File: src/rtl/uart_bus_loader.sv
`default_nettype none
// =============================================================================
// uart_bus_loader : UART command parser issuing single-word bus reads/writes.
// Optional trailing XOR checksum byte: define UART_LOADER_CHECKSUM_EN.
// Revision: 1.0
// =============================================================================

module uart_bus_loader #(
    parameter int TIMEOUT_CYCLES = 1_000_000
) (
    input  logic        clk,
    input  logic        rst_n,
    input  logic        rx_valid,
    input  logic [7:0]  rx_data,
    output logic        tx_en,
    output logic [7:0]  tx_data,
    input  logic        tx_busy,
    output logic [63:0] mem_addr,
    output logic [31:0] mem_wdata,
    output logic        mem_wen,
    output logic        mem_ren,
    input  logic [31:0] mem_rdata,
    output logic        cpu_hold,
    output logic        busy
);

    localparam logic [7:0] CMD_W = 8'h57;
    localparam logic [7:0] CMD_R = 8'h52;
    localparam logic [7:0] CMD_H = 8'h48;
    localparam logic [7:0] CMD_G = 8'h47;
    localparam logic [7:0] ACK   = 8'h06;
    localparam logic [7:0] NAK   = 8'h15;
    localparam int         TW    = $clog2(TIMEOUT_CYCLES) + 1;
    localparam logic [TW-1:0] TIMER_LAST = TW'(TIMEOUT_CYCLES - 1);

    typedef enum logic [3:0] {
        IDLE  = 4'd0,
        ADDR  = 4'd1,
        DATA  = 4'd2,
`ifdef UART_LOADER_CHECKSUM_EN
        CSUM  = 4'd3,
`endif
        EXEC  = 4'd4,
        RDLAT = 4'd5,
        SEND  = 4'd6,
        GAP   = 4'd7,
        SWAIT = 4'd8
    } state_t;

    state_t        state;
    logic [1:0]    cnt;
    logic [1:0]    left;
    logic [7:0]    cmd;
    logic [31:0]   addr;
    logic [31:0]   wdata;
    logic [31:0]   bus_addr;
    logic [23:0]   reply;
    logic [TW-1:0] timer;
    logic          bad;

    logic          is_cmd;
    logic          is_hg;
    logic          in_field;
    logic          launch;
    logic          csum_ok;
    logic [7:0]    cmd_nx;
    logic [31:0]   addr_nx;
    logic [31:0]   wdata_nx;

`ifdef UART_LOADER_CHECKSUM_EN
    logic [7:0]    csum;
    assign csum_ok  = (rx_data == csum);
    assign in_field = (state == ADDR) || (state == DATA) || (state == CSUM);
    assign launch   = rx_valid && (state == CSUM);
`else
    assign csum_ok  = 1'b1;
    assign in_field = (state == ADDR) || (state == DATA);
    assign launch   = rx_valid && (((state == IDLE) && is_hg) ||
                                   ((state == ADDR) && (cnt == 2'd3) && (cmd == CMD_R)) ||
                                   ((state == DATA) && (cnt == 2'd3)));
`endif

    assign is_hg    = (rx_data == CMD_H) || (rx_data == CMD_G);
    assign is_cmd   = is_hg || (rx_data == CMD_W) || (rx_data == CMD_R);
    assign cmd_nx   = (state == IDLE) ? rx_data : cmd;
    assign addr_nx  = (state == ADDR) ? {rx_data, addr[31:8]}  : addr;
    assign wdata_nx = (state == DATA) ? {rx_data, wdata[31:8]} : wdata;

    // The transmitter may still be busy when SEND is entered, so the strobe
    // has to be qualified by tx_busy in the same cycle.
    assign tx_en    = (state == SEND) && !tx_busy;
    assign busy     = (state != IDLE);
    assign mem_addr = {32'd0, bus_addr};

    always_ff @(posedge clk) begin
        if (!rst_n) begin
            state     <= IDLE;
            cnt       <= 2'd0;
            left      <= 2'd0;
            cmd       <= 8'd0;
            addr      <= 32'd0;
            wdata     <= 32'd0;
            bus_addr  <= 32'd0;
            reply     <= 24'd0;
            timer     <= '0;
            bad       <= 1'b0;
            tx_data   <= 8'd0;
            mem_wdata <= 32'd0;
            mem_wen   <= 1'b0;
            mem_ren   <= 1'b0;
            cpu_hold  <= 1'b1;
`ifdef UART_LOADER_CHECKSUM_EN
            csum      <= 8'd0;
`endif
        end else begin
            mem_wen <= 1'b0;
            mem_ren <= 1'b0;

            // Inter-byte timeout while a packet is being collected
            if (in_field) begin
                if (rx_valid) begin
                    timer <= '0;
                end else if (timer == TIMER_LAST) begin
                    timer <= '0;
                    state <= IDLE;
                end else begin
                    timer <= timer + TW'(1);
                end
            end

            case (state)
                IDLE: begin
                    if (rx_valid && is_cmd) begin
                        cmd   <= rx_data;
                        cnt   <= 2'd0;
                        timer <= '0;
`ifdef UART_LOADER_CHECKSUM_EN
                        csum  <= rx_data;
                        state <= is_hg ? CSUM : ADDR;
`else
                        state <= is_hg ? EXEC : ADDR;
`endif
                    end
                end
                ADDR: begin
                    if (rx_valid) begin
                        addr <= addr_nx;
                        cnt  <= cnt + 2'd1;
`ifdef UART_LOADER_CHECKSUM_EN
                        csum <= csum ^ rx_data;
                        if (cnt == 2'd3)
                            state <= (cmd == CMD_W) ? DATA : CSUM;
`else
                        if (cnt == 2'd3)
                            state <= (cmd == CMD_W) ? DATA : EXEC;
`endif
                    end
                end
                DATA: begin
                    if (rx_valid) begin
                        wdata <= wdata_nx;
                        cnt   <= cnt + 2'd1;
`ifdef UART_LOADER_CHECKSUM_EN
                        csum  <= csum ^ rx_data;
                        if (cnt == 2'd3)
                            state <= CSUM;
`else
                        if (cnt == 2'd3)
                            state <= EXEC;
`endif
                    end
                end
`ifdef UART_LOADER_CHECKSUM_EN
                CSUM: begin
                    if (rx_valid)
                        state <= EXEC;
                end
`endif
                EXEC: begin
                    if ((cmd == CMD_R) && !bad) begin
                        state <= RDLAT;
                    end else begin
                        tx_data <= bad ? NAK : ACK;
                        left    <= 2'd0;
                        state   <= SEND;
                    end
                end
                RDLAT: begin
                    tx_data <= mem_rdata[7:0];
                    reply   <= mem_rdata[31:8];
                    left    <= 2'd3;
                    state   <= SEND;
                end
                SEND: begin
                    if (!tx_busy)
                        state <= GAP;
                end
                GAP: begin
                    state <= SWAIT;
                end
                SWAIT: begin
                    if (!tx_busy) begin
                        if (left == 2'd0) begin
                            state <= IDLE;
                        end else begin
                            tx_data <= reply[7:0];
                            reply   <= {8'd0, reply[23:8]};
                            left    <= left - 2'd1;
                            state   <= SEND;
                        end
                    end
                end
                default: state <= IDLE;
            endcase

            // Bus access / hold update is issued the cycle after the final byte
            if (launch) begin
                bad <= !csum_ok;
                if (csum_ok) begin
                    case (cmd_nx)
                        CMD_W: begin
                            mem_wen   <= 1'b1;
                            bus_addr  <= addr_nx;
                            mem_wdata <= wdata_nx;
                        end
                        CMD_R: begin
                            mem_ren  <= 1'b1;
                            bus_addr <= addr_nx;
                        end
                        CMD_H:   cpu_hold <= 1'b1;
                        CMD_G:   cpu_hold <= 1'b0;
                        default: ;
                    endcase
                end
            end
        end
    end

endmodule

`default_nettype wire

File: config.mk
export PLATFORM = sky130hd
export DESIGN_NAME = uart_bus_loader
export DESIGN_NICKNAME = d
export VERILOG_FILES = /design/src/rtl/uart_bus_loader.sv
export SDC_FILE = /design/constraint.sdc
export NUM_CORES = 1
export LEC_CHECK = 0
export BUFFER_PORTS_ARGS = -buffer_cell sky130_fd_sc_hd__buf_2
export CAP_MARGIN = 20
export CORE_ASPECT_RATIO = 2
export CORE_MARGIN = 2
export CORE_UTILIZATION = 55
export DETAILED_ROUTE_END_ITERATION = 12
export HOLD_SLACK_MARGIN = 0.02
export PLACE_DENSITY = 0.82
export SYNTH_ARGS = -nofsm -noshare
export SYNTH_HDL_FRONTEND = slang
export SYNTH_SLANG_ARGS = --single-unit
File: constraint.sdc
create_clock -name clk -period 3.3 [get_ports clk]
set_clock_uncertainty 0.2 [all_clocks]
set_input_delay 0.66 -clock clk [delete_from_list [all_inputs] [get_ports clk]]
set_output_delay 0.66 -clock clk [all_outputs]
set_load 0.005 [all_outputs]
### After elaboration in Yosys (flattened, before gate mapping)

Cells that the tools add are included.

| cells by class | value |
|---|---|
| add/subtract/negate cells | 3 |
| mux-type cells | 40 |
| equality and inequality tests | 24 |
| reduce and logical (&&, ||, !) cells | 33 |

Operators by type and width:

| operator | number |
|---|---|
| $mux 21 | 5 |
| $eq 8x7->1 const B | 10 |
| $mux 32 | 2 |
| $mux 24 | 2 |
| $pmux 24 s2 | 1 |
| $mux 4 | 10 |
| $mux 8 | 4 |
| $pmux 4 s8 | 1 |
| $pmux 8 s3 | 1 |
| $add 21x1->21 const B | 1 |
| $eq 21x20->1 const B | 1 |
| $eq 4x3->1 const B | 4 |
| $reduce_and 2->1 | 7 |
| $mux 2 | 6 |
| $mux 3 | 3 |
| $logic_and 1x1->1 | 7 |
| $logic_or 1x1->1 | 6 |
| $ne 2x2->1 const B | 3 |
| $pmux 2 s3 | 1 |
| $reduce_and 3->1 | 2 |
| $reduce_bool 2->1 | 3 |
| $eq 4x1->1 const B | 1 |
| $eq 4x2->1 const B | 1 |
| $eq 4x4->1 const B | 1 |
| 14 further kinds | 17 |

| storage, ports and cells | value |
|---|---|
| register bits | 200 |
| input bits | 44 |
| logic and storage cells | 114 |
| output and inout bits | 109 |

### Logic depth before layout (Yosys ltp)

Gate-level depths: netlist of the first run.

| depth | value |
|---|---|
| word-level depth | 7 |
| mapped depth | 9 |
| gate-level depth less buffers | 7 |

### Worst setup path after synthesis of the first run

Ideal clock, no wire load.

| timing path | value |
|---|---|
| kind | input-to-reg |
| start point | input rx_data[0] |
| end point | register bus_addr[10] |
| stages | 8 |
| data arrival time | 2.418 ns |
| path buffers | 3 |
| slack | 0.562 ns |
| data required time | 2.980 ns |
| library setup time | 0.120 ns |
| cells stage by stage | buf_2 > or4b_4 > a2111o_1 > o31ai_2 > buf_6 > nand3_4 > buf_6 > mux2i_1 |

| on the way | value |
|---|---|
| cells in the longest elaborated chain, start to end | 7 |
| elaborated cells on any way between the ends | 12 |
| those cells by class | eq/ne (4); mux (1); reduce/logical (7) |

RTL lines:

| item | line | RTL |
|---|---|---|
| start, declared | 14 | `input logic [7:0] rx_data,` |
| $eq 8x7->1 | 83 | `assign is_hg = (rx_data == CMD_H) \|\| (rx_data == CMD_G);` |
| $logic_or 1x1->1 | 83 |  |
| $logic_and 1x1->1 | 78 | `assign launch = rx_valid && (((state == IDLE) && is_hg) \|\|` |
| $logic_or 1x1->1 | 78 |  |
| $logic_or 1x1->1 | 79 | `((state == ADDR) && (cnt == 2'd3) && (cmd == CMD_R)) \|\|` |
| $logic_and 1x1->1 | 78 |  |
| $reduce_and 2->1 (no line) (*) | -- |  |
| end signal, assigned | 223 | `bus_addr <= addr_nx;` |
| end signal, assigned | 228 | `bus_addr <= addr_nx;` |
| end, declared | 56 | `logic [31:0] bus_addr;` |

Every way passes the cells marked *; elsewhere a longest branch is shown, timed or not.
A chain may end at the register's enable or synchronous reset.

### Worst setup path after layout of the first run

| timing path | value |
|---|---|
| start point | register state[2] |
| end point | output tx_en |

| on the way | value |
|---|---|
| cells in the longest elaborated chain, start to end | 2 |

RTL lines:

| item | line | RTL |
|---|---|---|
| start, declared | 50 | `state_t state;` |
| start signal, assigned | 141 | `state <= is_hg ? EXEC : ADDR;` |
| start signal, assigned | 155 | `state <= (cmd == CMD_W) ? DATA : EXEC;` |
| $eq 4x3->1 | 91 | `assign tx_en = (state == SEND) && !tx_busy;` |
| $logic_and 1x1->1 | 91 |  |
| end, declared | 15 | `output logic tx_en,` |

Every way passes these cells.

==> results of run 1 <==
## cell families after synthesis
logic type / after synthesis / synth area share (%)
AOI/OAI and AO/OA: 199 / 12.91
xor gates and xnor gates: 14 / 1.319
adders and majority gates: 3 / 0.4039
buffers and inverters: 127 / 6.932
DFF: 200 / 43.07
muxes: 117 / 13.46
other: 1 / 0.04034
and+or+nand+nor: 437 / 21.86
## final cells by class
type	count	area, µm²
well taps	207	259.0
clock buffers	17	425.4
clock inverters	15	156.4
multi-input cells	802	4783
diodes	1	2.502
inverters	10	37.54
fillers	1385	6218
flip-flops and latches	200	4004
repair buffers	144	795.8
## critical path, cell delays in order, from the launching register on
cell,delay [ns]
dfxtp_1,0.66
nor2b_1,0.27
nand2_1,0.09
nor3_1,0.41
buf_2,0.20
## where the power goes
part	internal [mW]	switching, mW	leakage (nW)
logic	0.0410	0.103	2.25
clock network	1.01	1.03	0.279
registers	2.41	0.00163	1.61
## synth_stat cells (10+ instances only)
master | instances | area (µm²)
dfxtp_1 | 200 | 4004
a21oi_1 | 85 | 425.4
nand3_1 | 10 | 50.05
nand4_1 | 41 | 256.5
nand2_1 | 250 | 938.4
mux2i_1 | 53 | 530.5
buf_2 | 14 | 70.07
o21ai_0 | 40 | 200.2
mux2_2 | 60 | 675.7
clkbuf_1 | 64 | 240.2
a22oi_1 | 17 | 127.6
nor3_1 | 14 | 70.07
a211oi_1 | 26 | 195.2
nor2_1 | 61 | 229.0
buf_4 | 32 | 240.2
xnor2_1 | 10 | 87.58
## placed cells by master, fill, tap and decap left out, types with 5 or more instances in the layout
master / n
mux2_2: 60
clkbuf_16: 17
nor3_1: 13
buf_2: 119
a211oi_1: 26
a22oi_1: 17
conb_1: 32
nor4_1: 8
nand3_1: 10
inv_8: 5
and3_1: 6
xnor2_1: 10
clkinv_4: 5
buf_4: 24
a21oi_1: 85
o21ai_0: 40
a31oi_1: 5
inv_1: 8
nor2_1: 61
nand2_1: 250
and2_1: 7
dfxtp_1: 200
mux2i_1: 53
nand4_1: 41
nor3b_1: 7
## sequential cells by signal, indices dropped and copies added (netlist names)
register / cells
bus_addr: 32
reply: 24
left: 2
cnt: 2
addr: 32
cmd: 8
cpu_hold: 1
wdata: 32
timer: 21
mem_wen: 1
mem_ren: 1
tx_data: 8
mem_wdata: 32
state: 4
## per-stage QoR
step	std cells	area (µm²)	hold slack (ns)
finish	1396	10460	0.2573
global route	1396	10460	0.2738
CTS	1394	10450	0.2562
detailed placement	1362	9872	0.2444
global placement	1362	9872	0.2387
floorplan	1129	9412	0.2338
## layer usage
layer / routed length, µm / GRT usage [%] / vias up
met5: 0 / 0 / -
met4: 1141 / 14.73 / 0
met3: 978 / 3.616 / 70
met2: 12010 / 44.06 / 277
met1: 8542 / 28.78 / 3835
li1: - / - / 3913
## path summary, 6_finish.rpt
check	end	slack [ns]	from	cells after the start
max reg2reg	mem_wdata[25]	0.53	state[0]	6
min reg2reg	bus_addr[5]	0.26	bus_addr[5]	2
min	bus_addr[5]	0.26	bus_addr[5]	2
max	tx_en	0.38	state[2]	4
==> results.txt, run 1 <==
result of the run -> complete, no violations
#FFs+latches synth -> 200
max cap viols -> 0
Rel. slew slack -> 41.29%
Worst-path clk slew -> 0.08 ns
final net count -> 1,222
critical path class -> register to primary output
CTS max path bufs -> 2
post-CTS sizing -> 0
worst endpoint data arrival time -> 2.06 ns
Routed WL -> 22.67 mm
final core occ -> 62.72%
num rows -> 67
critical path startpoint category -> register
final worst slack -> 0.3756 ns
die width -> 95.93 µm
All-Layer GR Usage -> 25.43%
RSZ-0062 raised after global routing -> false
num ports -> 153
Setup crit end kind -> primary output
max-slew violations -> 0
sequential area share after synthesis -> 43.07%
number of synthesized flops with an enable pin -> 0
CTS sink count -> 200
synthesized area -> 9295 µm²
post-DP HPWL -> 15.28 mm
DRC Markers -> 0
Avg Cell Area, Syn -> 8.466 µm²
asr flop ratio synth -> 0%
Avg Vias per Cell -> 5.799
Remaining Overflow, GRT -> 0
wire per inst -> 16.24 µm
Die H -> 187.9 µm
pre-CTS setup slack -> 0.1854 ns
Slew @ Worst Pin -> 0.8725 ns
area grow syn2layout -> 12.57%
antenna violations before repair -> 1
Cells after Synth -> 1,098
final hold violations -> 0
setup TNS -> 0 ns
Die ar. -> 18,020 µm²
synth warn -> 0
period utilisation layout -> 88.62%
first-pass GRT wire length -> 36.56 mm
library cells used by synthesis -> 62
routability cong. -> 0.8792
root buffer cell -> clkbuf_16
pin count of the biggest net entering global routing -> 107
initial core utilization -> 55.72%
Post-CTS Setup Bufs -> 0
Post-CTS Hold Buffers -> 0
worst-path fanout max -> 12
drt first pass iters -> 5
Final setup violation count -> 0
main flop type after synthesis -> dfxtp_1
Max IR drop VDD -> 354.9 µV
Worst-Skew Late Latency -> 0.44 ns
Critical Path RT -> 2.44 ns
layout cells sized above 1 -> 21.04%
antenna-violating nets left -> 0
fin crit period -> 2.924 ns
vias -> 8,095
H-Tree Depth -> 4
Core ar. -> 16,680 µm²
number of global-route vias before repair -> 7,551
fmax -> 0.3419 GHz
starting DRC count in detailed routing -> 398
CTS tree -> done
IO Port Bufs -> 120
LEAKAGE -> 4.140 nW
Cell Pwr Density -> 439.9 nW/µm²
CTS buffer count -> 17
Pwr Total -> 4.603 mW
Hold Path Class -> register to register
Note: power is estimated with default switching activity, not from simulation.
==> run 2: changes to the inputs <==
Settings changed: CORE_UTILIZATION 55 to 59, CTS_BUF_LIST set to sky130_fd_sc_hd__clkbuf_8, PLACE_DENSITY 0.82 to 0.87, SKIP_CTS_REPAIR_TIMING set to 1.
==> run 2 against run 1 <==
Against the previous run: largest cell class unchanged; flip-flop and latch count unchanged; fmax down 1.3%; largest power group unchanged; routed wire length down 1.7%; critical path depth unchanged; clock power down 21%; core utilization up 4.3 points; non-clock buffer count up 1; die area down 6.6%; global-route usage up 1.4 points; hold slack worse by 0.030 ns.
==> results.txt, run 2 (same netlist as run 1, synthesis figures left out) <==
result of the run -> complete, no violations
max-slew violations -> 0
Cell Pwr Density -> 404.4 nW/µm²
drt first pass iters -> 5
final core occ -> 67.03%
critical path class -> register to primary output
Avg Vias per Cell -> 5.762
first-pass GRT wire length -> 36.54 mm
die width -> 92.76 µm
Worst R2R End -> mem_wdata[26]
Core ar. -> 15,370 µm²
LEAKAGE -> 4.082 nW
Hold Path Class -> input port to register
antenna-violating nets left -> 0
routability cong. -> 0.9693
FF-to-FF path depth -> 7
post-DP HPWL -> 15.32 mm
num ports -> 153
worst endpoint data arrival time -> 2.10 ns
final net count -> 1,223
worst-path fanout max -> 12
All-Layer GR Usage -> 26.80%
Final setup violation count -> 0
num rows -> 64
number of global-route vias before repair -> 7,629
DRC Markers -> 0
fin crit period -> 2.962 ns
reg-to-reg setup timing slack -> 0.38 ns
CTS tree -> done
most frequent cells in the layout -> nand2_1 (250), dfxtp_1 (200), buf_2 (119)
antenna violations before repair -> 0
Max IR drop VDD -> 449.3 µV
commonest non-fill, non-tap cell in the layout -> nand2_1
vias -> 7,998
Critical Path RT -> 2.44 ns
Worst-path clk slew -> 0.12 ns
starting DRC count in detailed routing -> 564
Rel. slew slack -> 35.61%
period utilisation layout -> 89.75%
CTS sink count -> 200
area grow syn2layout -> 10.88%
final hold violations -> 0
Remaining Overflow, GRT -> 0
RSZ-0062 raised after global routing -> false
wire per inst -> 16.06 µm
critical path startpoint category -> register
setup TNS -> 0 ns
max cap viols -> 0
Slew @ Worst Pin -> 0.9570 ns
Die ar. -> 16,840 µm²
hold path depth -> 3
non-filler cells, final -> 1,388
Worst-Skew Late Latency -> 0.48 ns
placed cell count -> 1,355
Hold Path Sink -> reply[22]
Routed WL -> 22.29 mm
IO Port Bufs -> 120
CTS max path bufs -> 2
Setup crit end kind -> primary output
Hold Path Origin -> mem_rdata[30]
root buffer cell -> clkbuf_8
H-Tree Depth -> 4
initial core utilization -> 60.46%
Crit Reg-Reg Startpoint -> state[0]
pin count of the biggest net entering global routing -> 108
Die H -> 181.5 µm
fmax -> 0.3376 GHz
layout cells sized above 1 -> 21.11%
CTS buffer count -> 17
-- run 2: worst max-delay path, cell delays in order (launching register included) --
cell and delay (ns):
dfxtp_1 0.65, nor2b_1 0.27, nand2_1 0.10, nor3_1 0.40
buf_2 0.20
-- run 2: report_power, final --
group | internal [mW] | switching (mW) | total, mW
combinational | 0.0431 | 0.103 | 0.146
clock | 0.597 | 1.01 | 1.61
sequential | 2.41 | 0.00155 | 2.42
-- run 2: area by class of cell --
cell class                      instances  area (µm²)
Fill cell                            1296        5069
Tap cell                              198       247.7
Sequential cell                       200        4004
Clock buffer                           17       234.0
Antenna cell                            1       2.502
Clock inverter                         15       181.4
Inverter                               10       37.54
Multi-Input combinational cell        802        4783
Timing Repair Buffer                  145       815.8
-- run 2: worst max path at each step --
stage,depth (start not counted),to,from,slack [ns]
floorplan,8,bus_addr[10],rx_data[0],0.56
global placement,7,mem_wdata[21],rx_data[0],0.36
detailed placement,7,mem_wdata[26],rx_data[0],0.30
CTS,4,tx_en,state[2],0.32
global route,4,tx_en,state[2],0.16
finish,4,tx_en,state[2],0.34
-- run 2: per-stage QoR --
| stage | hold WS [ns] | power [mW] | instance area [µm²] | setup slack (ns) |
|---|---|---|---|---|
| after global routing | 0.2381 | 4.298 | 10300 | 0.1639 |
| after floorplan | 0.2338 | 2.584 | 9412 | 0.5621 |
| after CTS | 0.2136 | 4.188 | 10300 | 0.3152 |
| after detailed placement | 0.2467 | 2.614 | 9888 | 0.2962 |
| final | 0.2273 | 4.168 | 10310 | 0.3381 |
| after global placement | 0.2385 | 2.612 | 9888 | 0.3640 |
-- run 2: metal layers --
layer / wire (µm) / up-vias / global-route usage, %
met3: 1028 / 70 / 4.108
met4: 1003 / 0 / 14.35
met5: 0 / - / 0
li1: - / 3912 / -
met2: 11970 / 284 / 48.76
met1: 8287 / 3732 / 29.27
==> run 3: changes to the inputs <==
Settings changed: PLACE_DENSITY 0.87 to 0.86.
==> run 3 against run 2 <==
Against the previous run: critical path depth is the same; sequential share of layout area is essentially flat; count of clock-buffer cells in the layout is the same; clock power is essentially flat; worst setup slack gained 0.030 ns; flip-flop and latch count is the same; critical endpoint unchanged.
==> results.txt, run 3 (same netlist as run 1, synthesis figures left out) <==
result of the run -> complete, no violations
Routed WL -> 22.30 mm
All-Layer GR Usage -> 26.86%
first-pass GRT wire length -> 36.88 mm
fmax -> 0.3411 GHz
CTS tree -> done
critical path startpoint category -> register
die width -> 92.76 µm
CTS buffer count -> 17
Core ar. -> 15,370 µm²
num ports -> 153
Final setup violation count -> 0
antenna violations before repair -> 0
FF-to-FF path depth -> 7
root buffer cell -> clkbuf_8
H-Tree Depth -> 4
final worst slack -> 0.3681 ns
pre-CTS setup slack -> 0.2293 ns
Slew @ Worst Pin -> 1.017 ns
Setup crit end kind -> primary output
Worst-path clk slew -> 0.11 ns
post-DP HPWL -> 15.40 mm
most frequent cells in the layout -> nand2_1 (250), dfxtp_1 (200), buf_2 (119)
drt first pass iters -> 5
CTS max path bufs -> 2
num rows -> 64
CP max-delay cell -> dfxtp_1
wire per inst -> 16.09 µm
hold path depth -> 3
number of global-route vias before repair -> 7,564
worst endpoint data arrival time -> 2.07 ns
Die H -> 181.5 µm
final net count -> 1,222
final core occ -> 67.00%
critical path class -> register to primary output
antenna-violating nets left -> 0
Max IR drop VDD -> 520.9 µV
max cap viols -> 0
max-slew violations -> 0
worst-path fanout max -> 12
Hold Path Class -> input port to register
Die ar. -> 16,840 µm²
starting DRC count in detailed routing -> 399
layout cells sized above 1 -> 21.04%
Worst-Skew Late Latency -> 0.48 ns
setup TNS -> 0 ns
Cell Chain, Critical Path -> nor2b_1, nand2_1, nor3_1, buf_2
vias -> 8,044
fin crit period -> 2.932 ns
Critical Path RT -> 2.44 ns
stage delay of the slowest cell on the critical path -> 0.67 ns
Avg Vias per Cell -> 5.804
DRC Markers -> 0
IO Port Bufs -> 120
initial core utilization -> 60.46%
Remaining Overflow, GRT -> 0
CTS sink count -> 200
Antenna Diode Count -> 0
LEAKAGE -> 4.075 nW
Cell Pwr Density -> 403.8 nW/µm²
final hold violations -> 0
commonest non-fill, non-tap cell in the layout -> nand2_1
RSZ-0062 raised after global routing -> false
period utilisation layout -> 88.84%
pin count of the biggest net entering global routing -> 110
area grow syn2layout -> 10.82%
routability cong. -> 0.9823
Rel. slew slack -> 31.90%
## run 3: cell types whose count changed in the layout (fill, tap and decap cells not counted), sizes merged
cell and change:
inv -3, buf -1, bufinv +1, diode -1, clkinv +2
## run 3: cell type report
type                            count  area [µm²]
Clock buffer                       17       234.0
Clock inverter                     15       173.9
Fill cell                        1327        5074
Inverter                           10       37.54
Multi-Input combinational cell    802        4783
Sequential cell                   200        4004
Tap cell                          198       247.7
Timing Repair Buffer              144       820.8
## run 3: power by group
part           leakage, nW  internal [mW]  switching (mW)  total (mW)
logic                 2.26         0.0409           0.103       0.144
clock network        0.209          0.643           0.957        1.60
registers             1.61           2.41         0.00168        2.42
total                 4.08           3.10            1.06        4.16
## run 3: final timing paths
kind                 startpoint       endpoint  slack [ns]
setup / recovery       state[2]          tx_en        0.37
hold / removal    mem_rdata[27]      reply[19]        0.23
setup reg to reg       state[0]   bus_addr[29]        0.56
hold reg to reg   mem_wdata[19]  mem_wdata[19]        0.26
## run 3: worst max-delay path: cells and delay by family, from the launching register on
kind | cells | cell delay [ns]
buffers and inverters | 1 | 0.19
flip-flops | 1 | 0.67
AND/OR/NAND/NOR | 3 | 0.74
## run 3: metrics by stage
| step | instance area [µm²] | total power [mW] | hold WS, ns | cells |
|---|---|---|---|---|
| 2_1_floorplan | 9412 | 2.584 | 0.2338 | 1129 |
| 3_3_place_gp | 9893 | 2.610 | 0.2386 | 1354 |
| 3_5_place_dp | 9893 | 2.612 | 0.2466 | 1354 |
| 4_1_cts | 10300 | 4.189 | 0.2048 | 1386 |
| 5_1_grt | 10300 | 4.295 | 0.2408 | 1386 |
| 6_report | 10300 | 4.159 | 0.2289 | 1386 |
## run 3: layer usage
metal	up-vias	track usage (%)	wire [µm]
li1	3906	-	-
met5	-	0	0
met4	0	12.94	922
met1	3811	30.55	8472
met3	67	3.942	960
met2	260	48.38	11950
